### src/rtl/axi_lite_reg_sequencer.sv
// axi_lite_reg_sequencer: AXI-Lite target that round-robins reads/writes onto one register bus
module axi_lite_reg_sequencer #(
   parameter int ADDR_W  = 8,
   parameter int TIMEOUT = 64
) (
   input  logic              clock,
   input  logic              reset,
   input  logic              io_axiTarget_arvalid,
   output logic              io_axiTarget_arready,
   input  logic [31:0]       io_axiTarget_araddr,
   output logic              io_axiTarget_rvalid,
   input  logic              io_axiTarget_rready,
   output logic [31:0]       io_axiTarget_rdata,
   output logic [1:0]        io_axiTarget_rresp,
   input  logic              io_axiTarget_awvalid,
   output logic              io_axiTarget_awready,
   input  logic [31:0]       io_axiTarget_awaddr,
   input  logic              io_axiTarget_wvalid,
   output logic              io_axiTarget_wready,
   input  logic [31:0]       io_axiTarget_wdata,
   output logic              io_axiTarget_bvalid,
   input  logic              io_axiTarget_bready,
   output logic [1:0]        io_axiTarget_bresp,
   output logic [ADDR_W-1:0] reg_addr,
   output logic [31:0]       reg_wdata,
   output logic              reg_wen,
   output logic              reg_ren,
   input  logic [31:0]       reg_rdata,
   input  logic              reg_ack,
   input  logic              reg_err
);
   typedef enum logic [2:0] {IDLE, RD_ACC, WR_ACC, RD_RESP, WR_RESP} state_t;
   state_t state_q, state_d;
   logic ar_held_q, aw_held_q, w_held_q, ar_held_d, aw_held_d, w_held_d;
   logic arready_q, awready_q, wready_q, last_wr_q;
   logic [31:0] araddr_q, awaddr_q, wdata_q, cnt_q, rdata_q, wd_q;
   logic [ADDR_W-1:0] addr_q;
   logic [1:0] resp_q;
   logic ar_hs, aw_hs, w_hs, wr_el, gnt_rd, gnt_wr, rd_bad, wr_bad, acc, tmo, done;
   assign ar_hs  = io_axiTarget_arvalid & arready_q;
   assign aw_hs  = io_axiTarget_awvalid & awready_q;
   assign w_hs   = io_axiTarget_wvalid & wready_q;
   assign wr_el  = aw_held_q & w_held_q;
   assign gnt_rd = (state_q == IDLE) && ar_held_q && (!wr_el || last_wr_q);
   assign gnt_wr = (state_q == IDLE) && wr_el && (!ar_held_q || !last_wr_q);
   assign rd_bad = (|araddr_q[31:ADDR_W+2]) | (|araddr_q[1:0]);
   assign wr_bad = (|awaddr_q[31:ADDR_W+2]) | (|awaddr_q[1:0]);
   assign acc    = (state_q == RD_ACC) || (state_q == WR_ACC);
   assign tmo    = (TIMEOUT != 0) && (cnt_q == 32'(TIMEOUT - 1));
   assign done   = reg_err | reg_ack | tmo;
   assign ar_held_d = (ar_held_q & !gnt_rd) | ar_hs;
   assign aw_held_d = (aw_held_q & !gnt_wr) | aw_hs;
   assign w_held_d  = (w_held_q & !gnt_wr) | w_hs;
   assign io_axiTarget_arready = arready_q;
   assign io_axiTarget_awready = awready_q;
   assign io_axiTarget_wready  = wready_q;
   assign io_axiTarget_rdata   = rdata_q;
   assign io_axiTarget_rresp   = resp_q;
   assign io_axiTarget_bresp   = resp_q;
   assign reg_addr  = addr_q;
   assign reg_wdata = wd_q;

   // FSM state register
   always_ff @(posedge clock)
      state_q <= reset ? IDLE : state_d;

   // FSM next state: grant in IDLE, wait for ack/err/timeout, then for the response handshake
   always_comb begin
      state_d = state_q;
      case (state_q)
         IDLE:    state_d = gnt_rd ? (rd_bad ? RD_RESP : RD_ACC) : gnt_wr ? (wr_bad ? WR_RESP : WR_ACC) : IDLE;
         RD_ACC:  state_d = done ? RD_RESP : RD_ACC;
         WR_ACC:  state_d = done ? WR_RESP : WR_ACC;
         RD_RESP: state_d = io_axiTarget_rready ? IDLE : RD_RESP;
         WR_RESP: state_d = io_axiTarget_bready ? IDLE : WR_RESP;
         default: state_d = IDLE;
      endcase
   end

   // FSM outputs: strobes and valids follow the state directly
   always_comb begin
      reg_ren             = state_q == RD_ACC;
      reg_wen             = state_q == WR_ACC;
      io_axiTarget_rvalid = state_q == RD_RESP;
      io_axiTarget_bvalid = state_q == WR_RESP;
   end

   // Channel capture, grant bookkeeping, access counter and response data
   always_ff @(posedge clock) begin
      if (reset) begin
         ar_held_q <= 1'b0;
         aw_held_q <= 1'b0;
         w_held_q  <= 1'b0;
         arready_q <= 1'b0;
         awready_q <= 1'b0;
         wready_q  <= 1'b0;
         last_wr_q <= 1'b1;
         araddr_q  <= '0;
         awaddr_q  <= '0;
         wdata_q   <= '0;
         cnt_q     <= '0;
         rdata_q   <= '0;
         resp_q    <= '0;
         addr_q    <= '0;
         wd_q      <= '0;
      end else begin
         ar_held_q <= ar_held_d;
         aw_held_q <= aw_held_d;
         w_held_q  <= w_held_d;
         arready_q <= !ar_held_d;
         awready_q <= !aw_held_d;
         wready_q  <= !w_held_d;
         if (ar_hs) araddr_q <= io_axiTarget_araddr;
         if (aw_hs) awaddr_q <= io_axiTarget_awaddr;
         if (w_hs) wdata_q <= io_axiTarget_wdata;
         cnt_q <= (acc && !done) ? cnt_q + 32'd1 : '0;
         if (gnt_rd || gnt_wr) begin
            last_wr_q <= gnt_wr;
            addr_q    <= gnt_rd ? araddr_q[ADDR_W+1:2] : awaddr_q[ADDR_W+1:2];
            resp_q    <= (gnt_rd ? rd_bad : wr_bad) ? 2'b11 : 2'b00;
            rdata_q   <= '0;
            if (gnt_wr) wd_q <= wdata_q;
         end
         if (acc && done) begin
            resp_q  <= reg_err ? 2'b10 : reg_ack ? 2'b00 : 2'b10;
            rdata_q <= (state_q == RD_ACC && reg_ack && !reg_err) ? reg_rdata : '0;
         end
         if (state_q == RD_RESP && io_axiTarget_rready) rdata_q <= '0;
      end
   end
endmodule

### config.mk
export PLATFORM = sky130hd
export DESIGN_NAME = axi_lite_reg_sequencer
export DESIGN_NICKNAME = d
export VERILOG_FILES = /design/src/rtl/axi_lite_reg_sequencer.sv
export SDC_FILE = /design/constraint.sdc
export NUM_CORES = 1
export LEC_CHECK = 0
export CORE_MARGIN = 2
export CORE_UTILIZATION = 30
export CTS_CLUSTER_DIAMETER = 30
export DETAILED_ROUTE_END_ITERATION = 10
export GPL_TIMING_DRIVEN = 0
export PLACE_DENSITY = 0.64
export SKIP_LAST_GASP = 1
export SLEW_MARGIN = 20
export SYNTH_ARGS = -nofsm -noshare
export SYNTH_HDL_FRONTEND = slang
export SYNTH_SLANG_ARGS = --single-unit
### constraint.sdc
create_clock -name clock -period 4.7 [get_ports clock]
set_input_delay 0.94 -clock clock [delete_from_list [all_inputs] [get_ports clock]]
set_output_delay 0.94 -clock clock [all_outputs]
set_load 0.02 [all_outputs]
==> results of run 1 <==
-- where the power goes --
group | switching [W] | total [W] | internal (W)
logic | 0.000234 | 0.000437 | 0.000203
clock network | 0.00101 | 0.00326 | 0.00225
registers | 0.0000380 | 0.00190 | 0.00186
-- sequential cells by signal, summed over array words and instances (netlist names) --
name,flops
last_wr_q,1
cnt_q,32
io_axiTarget_arready,1
ar_held_q,1
aw_held_q,1
wdata_q,32
io_axiTarget_bresp,2
io_axiTarget_awready,1
w_held_q,1
reg_wdata,32
reg_addr,8
state_q,3
io_axiTarget_wready,1
awaddr_q,32
io_axiTarget_rdata,32
araddr_q,32
-- placed cells by master (no fill, tap or decap), types with 6 or more instances in the layout --
master and count:
nor2_1 42, bufinv_16 6, clkbuf_16 47, dfxtp_1 212, clkinv_2 10, nor4_1 27, inv_1 7, and2_1 38
nand4_1 10, a21oi_1 170, a222oi_1 8, nand2_1 303, nand3_1 13, xor2_1 8, buf_1 14, clkbuf_1 58
clkdlybuf4s50_1 219, o21a_1 32, xnor2_1 18, clkbuf_8 6
-- final cells by class --
cell class	count	area, sq um	share of cell area, %
plain buffers	72	292	2.35
clock buffers	61	1290	10.4
clock inverters	25	315	2.54
inverters	7	26.3	0.212
multi-input cells	727	3630	29.3
flip-flops and latches	212	4240	34.2
well taps	341	427	3.44
repair buffers	219	2190	17.7
-- per-stage QoR --
stage | power, W | instances | util [%] | hold slack, ns
2_1_floorplan | 0.00213 | 1018 | - | 0.432
3_3_place_gp | 0.00237 | 1578 | 40.2 | 0.438
3_5_place_dp | 0.00237 | 1578 | 40.2 | 0.443
4_1_cts | 0.00566 | 1664 | 46.2 | 0.450
5_1_grt | 0.00580 | 1664 | 46.2 | 0.466
6_report | 0.00560 | 1664 | 46.2 | 0.448
-- cells by family (layout without fill, tap and decap cells) --
kind of cell / Yosys count / in the layout / synth area share (%)
AO/OA/AOI/OAI: 230 / 230 / 16.0
XOR/XNOR: 26 / 26 / 2.78
adder cells (fa/ha/maj): 1 / 1 / 0.153
buffers and inverters: 79 / 384 / 3.88
flip-flops: 212 / 212 / 51.8
multiplexers: 1 / 1 / 0.122
AND/OR/NAND/NOR: 469 / 469 / 25.3
-- final timing paths --
path / start / endpoint / cells past startpoint
setup reg to reg: cnt_q[19] / cnt_q[6] / 8
hold reg to reg: wdata_q[20] / reg_wdata[20] / 2
hold / removal: wdata_q[20] / reg_wdata[20] / 2
setup / recovery: state_q[0] / reg_ren / 3
-- worst register-to-register path, cell delays in order (launching register included) --
cell,delay (ns)
dfxtp_1,0.29
buf_2,0.15
nor4_1,0.35
nand4_1,0.28
o31ai_2,0.58
or3_1,0.21
clkbuf_1,0.23
buf_2,0.30
nor2_1,0.09
-- routing by layer --
| layer | GRT usage, % | up-vias | routed length [um] |
|---|---|---|---|
| met5 | 0 | - | 0 |
| met4 | 5.46 | 0 | 590 |
| met3 | 4.80 | 52 | 1770 |
| met2 | 26.2 | 245 | 11100 |
| met1 | 22.1 | 3640 | 11300 |
| li1 | - | 3983 | - |
==> qor.txt, run 1 <==
Mapped Area: 8200 sq um
Post-synth top cells: nand2_1, dfxtp_1, a21oi_1
Placed Instance Area: 10800 sq um
dominant register cell in the synthesized netlist: dfxtp_1
fill count: 2636
Worst Path Required: 3.76 ns
synth warn: 0
reg2reg setup slack: 2.11 ns
WL/cell: 14.9 um
outcome: finished, final reports clean
hold buffers post-CTS: 0
Synth Instances: 1018
Startpoint Class: flip-flop
post-layout net count: 1424
most numerous cell in the Yosys netlist: nand2_1
crit-path max cell delay: 0.66 ns
post-CTS sizing: 0
critical path's top delay family: buffers and inverters
count of different cell masters after synthesis: 42
gr usage total: 16.7%
TritonRoute pass-1 iters: 5
# diodes: 0
DR vias/cell: 4.76
Worst path slowest cell: clkdlybuf4s50_1
final hold violation count: 0
chip width: 169 um
Max Root-Sink Buffers: 3
Clock Pin Slew Worst Setup and Hold Paths: 0.05 ns
worst slack, placed: 1.82 ns
total wire length: 24700 um
sequential share of the synthesized area: 51.8%
row count: 60
Mapped Nets: 1156
largest net degree at the start of global routing: 13
Crit Path Class: reg -> out
clk sinks: 212
Post-synth EDFFs: 0
WP buf/inv: 2
P&R area growth vs syn: 51.5%
fin crit period: 3.15 ns
io pins: 220
RSZ-0062 raised after global routing: no
relative slew slack: 52.2%
Clk Latency, worst-skew pair: 0.53 ns
I/O Buffers: 219
Synth top area share: 51.8%
CTS tree: yes
FFs w/ async S/R, synth: 0%
P per Cell Area: 451 nW/um^2
maximum vdd drop: 243 uV
clk_skew: 0.0260 ns
layout cell share with drive strength beyond 1: 6.80%
Synth Area per Inst: 8.05 sq um
DR iter-0 viols: 497
CP cell instances: or3b_2 > inv_1 > clkdlybuf4s50_1
H-tree lvl count: 2
fin area: 12400 sq um
Die Y: 169 um
antenna violations before repair: 0
Synth Register Bits: 212
Num CTS Buffers: 47
Hold Path Class: reg -> reg
root buffer cell: clkbuf_16
Residual DRC: 0
Crit Path Max Fanout: 7
Die Area: 28700 sq um
Core ar.: 26900 sq um
first-pass GRT wire length: 38800 um
Tcrit/Tclk final: 67.0%
post-DP HPWL: 17900 um
CP Data Arrival Time: 2.21 ns
final setup fails: 0
synth top area cells: dfxtp_1, nand2_1, a21oi_1, o21a_1, and2_1
postcts setup bufs: 0
Max Freq: 318 MHz
max_cap viols: 0
RD Place Congestion: 0.797
Starting Density: 30.5%
fin worst setup slack: 1.55 ns
TNS Setup: 0 ns
DR vias: 7920
Worst Max-Slew Pin Slew: 0.717 ns
vias in the first global route: 7551
Pins Over Slew Limit: 0
CP endpoint kind: output port
Leak: 4.34 nW
grt total ovfl: 0
Post-DRT Antenna Nets: 0
largest area contributor in the netlist: dfxtp_1
Power figures use the tool's default switching activity.
==> run 2: changes to the inputs <==
- clock period: 4.7 -> 3.3 ns (I/O delays scaled with it)
==> results of run 2 <==
Same layout as run 1 (identical final DEF). Status: finished, final reports clean.
Among the figures that moved: setup slack after placement 1.82 ns -> 0.696 ns; setup slack after layout 1.55 ns -> 0.432 ns; register-to-register setup slack 2.11 ns -> 0.71 ns; total power 0.00560 W -> 0.00798 W; worst IR drop on VDD 243 uV -> 345 uV
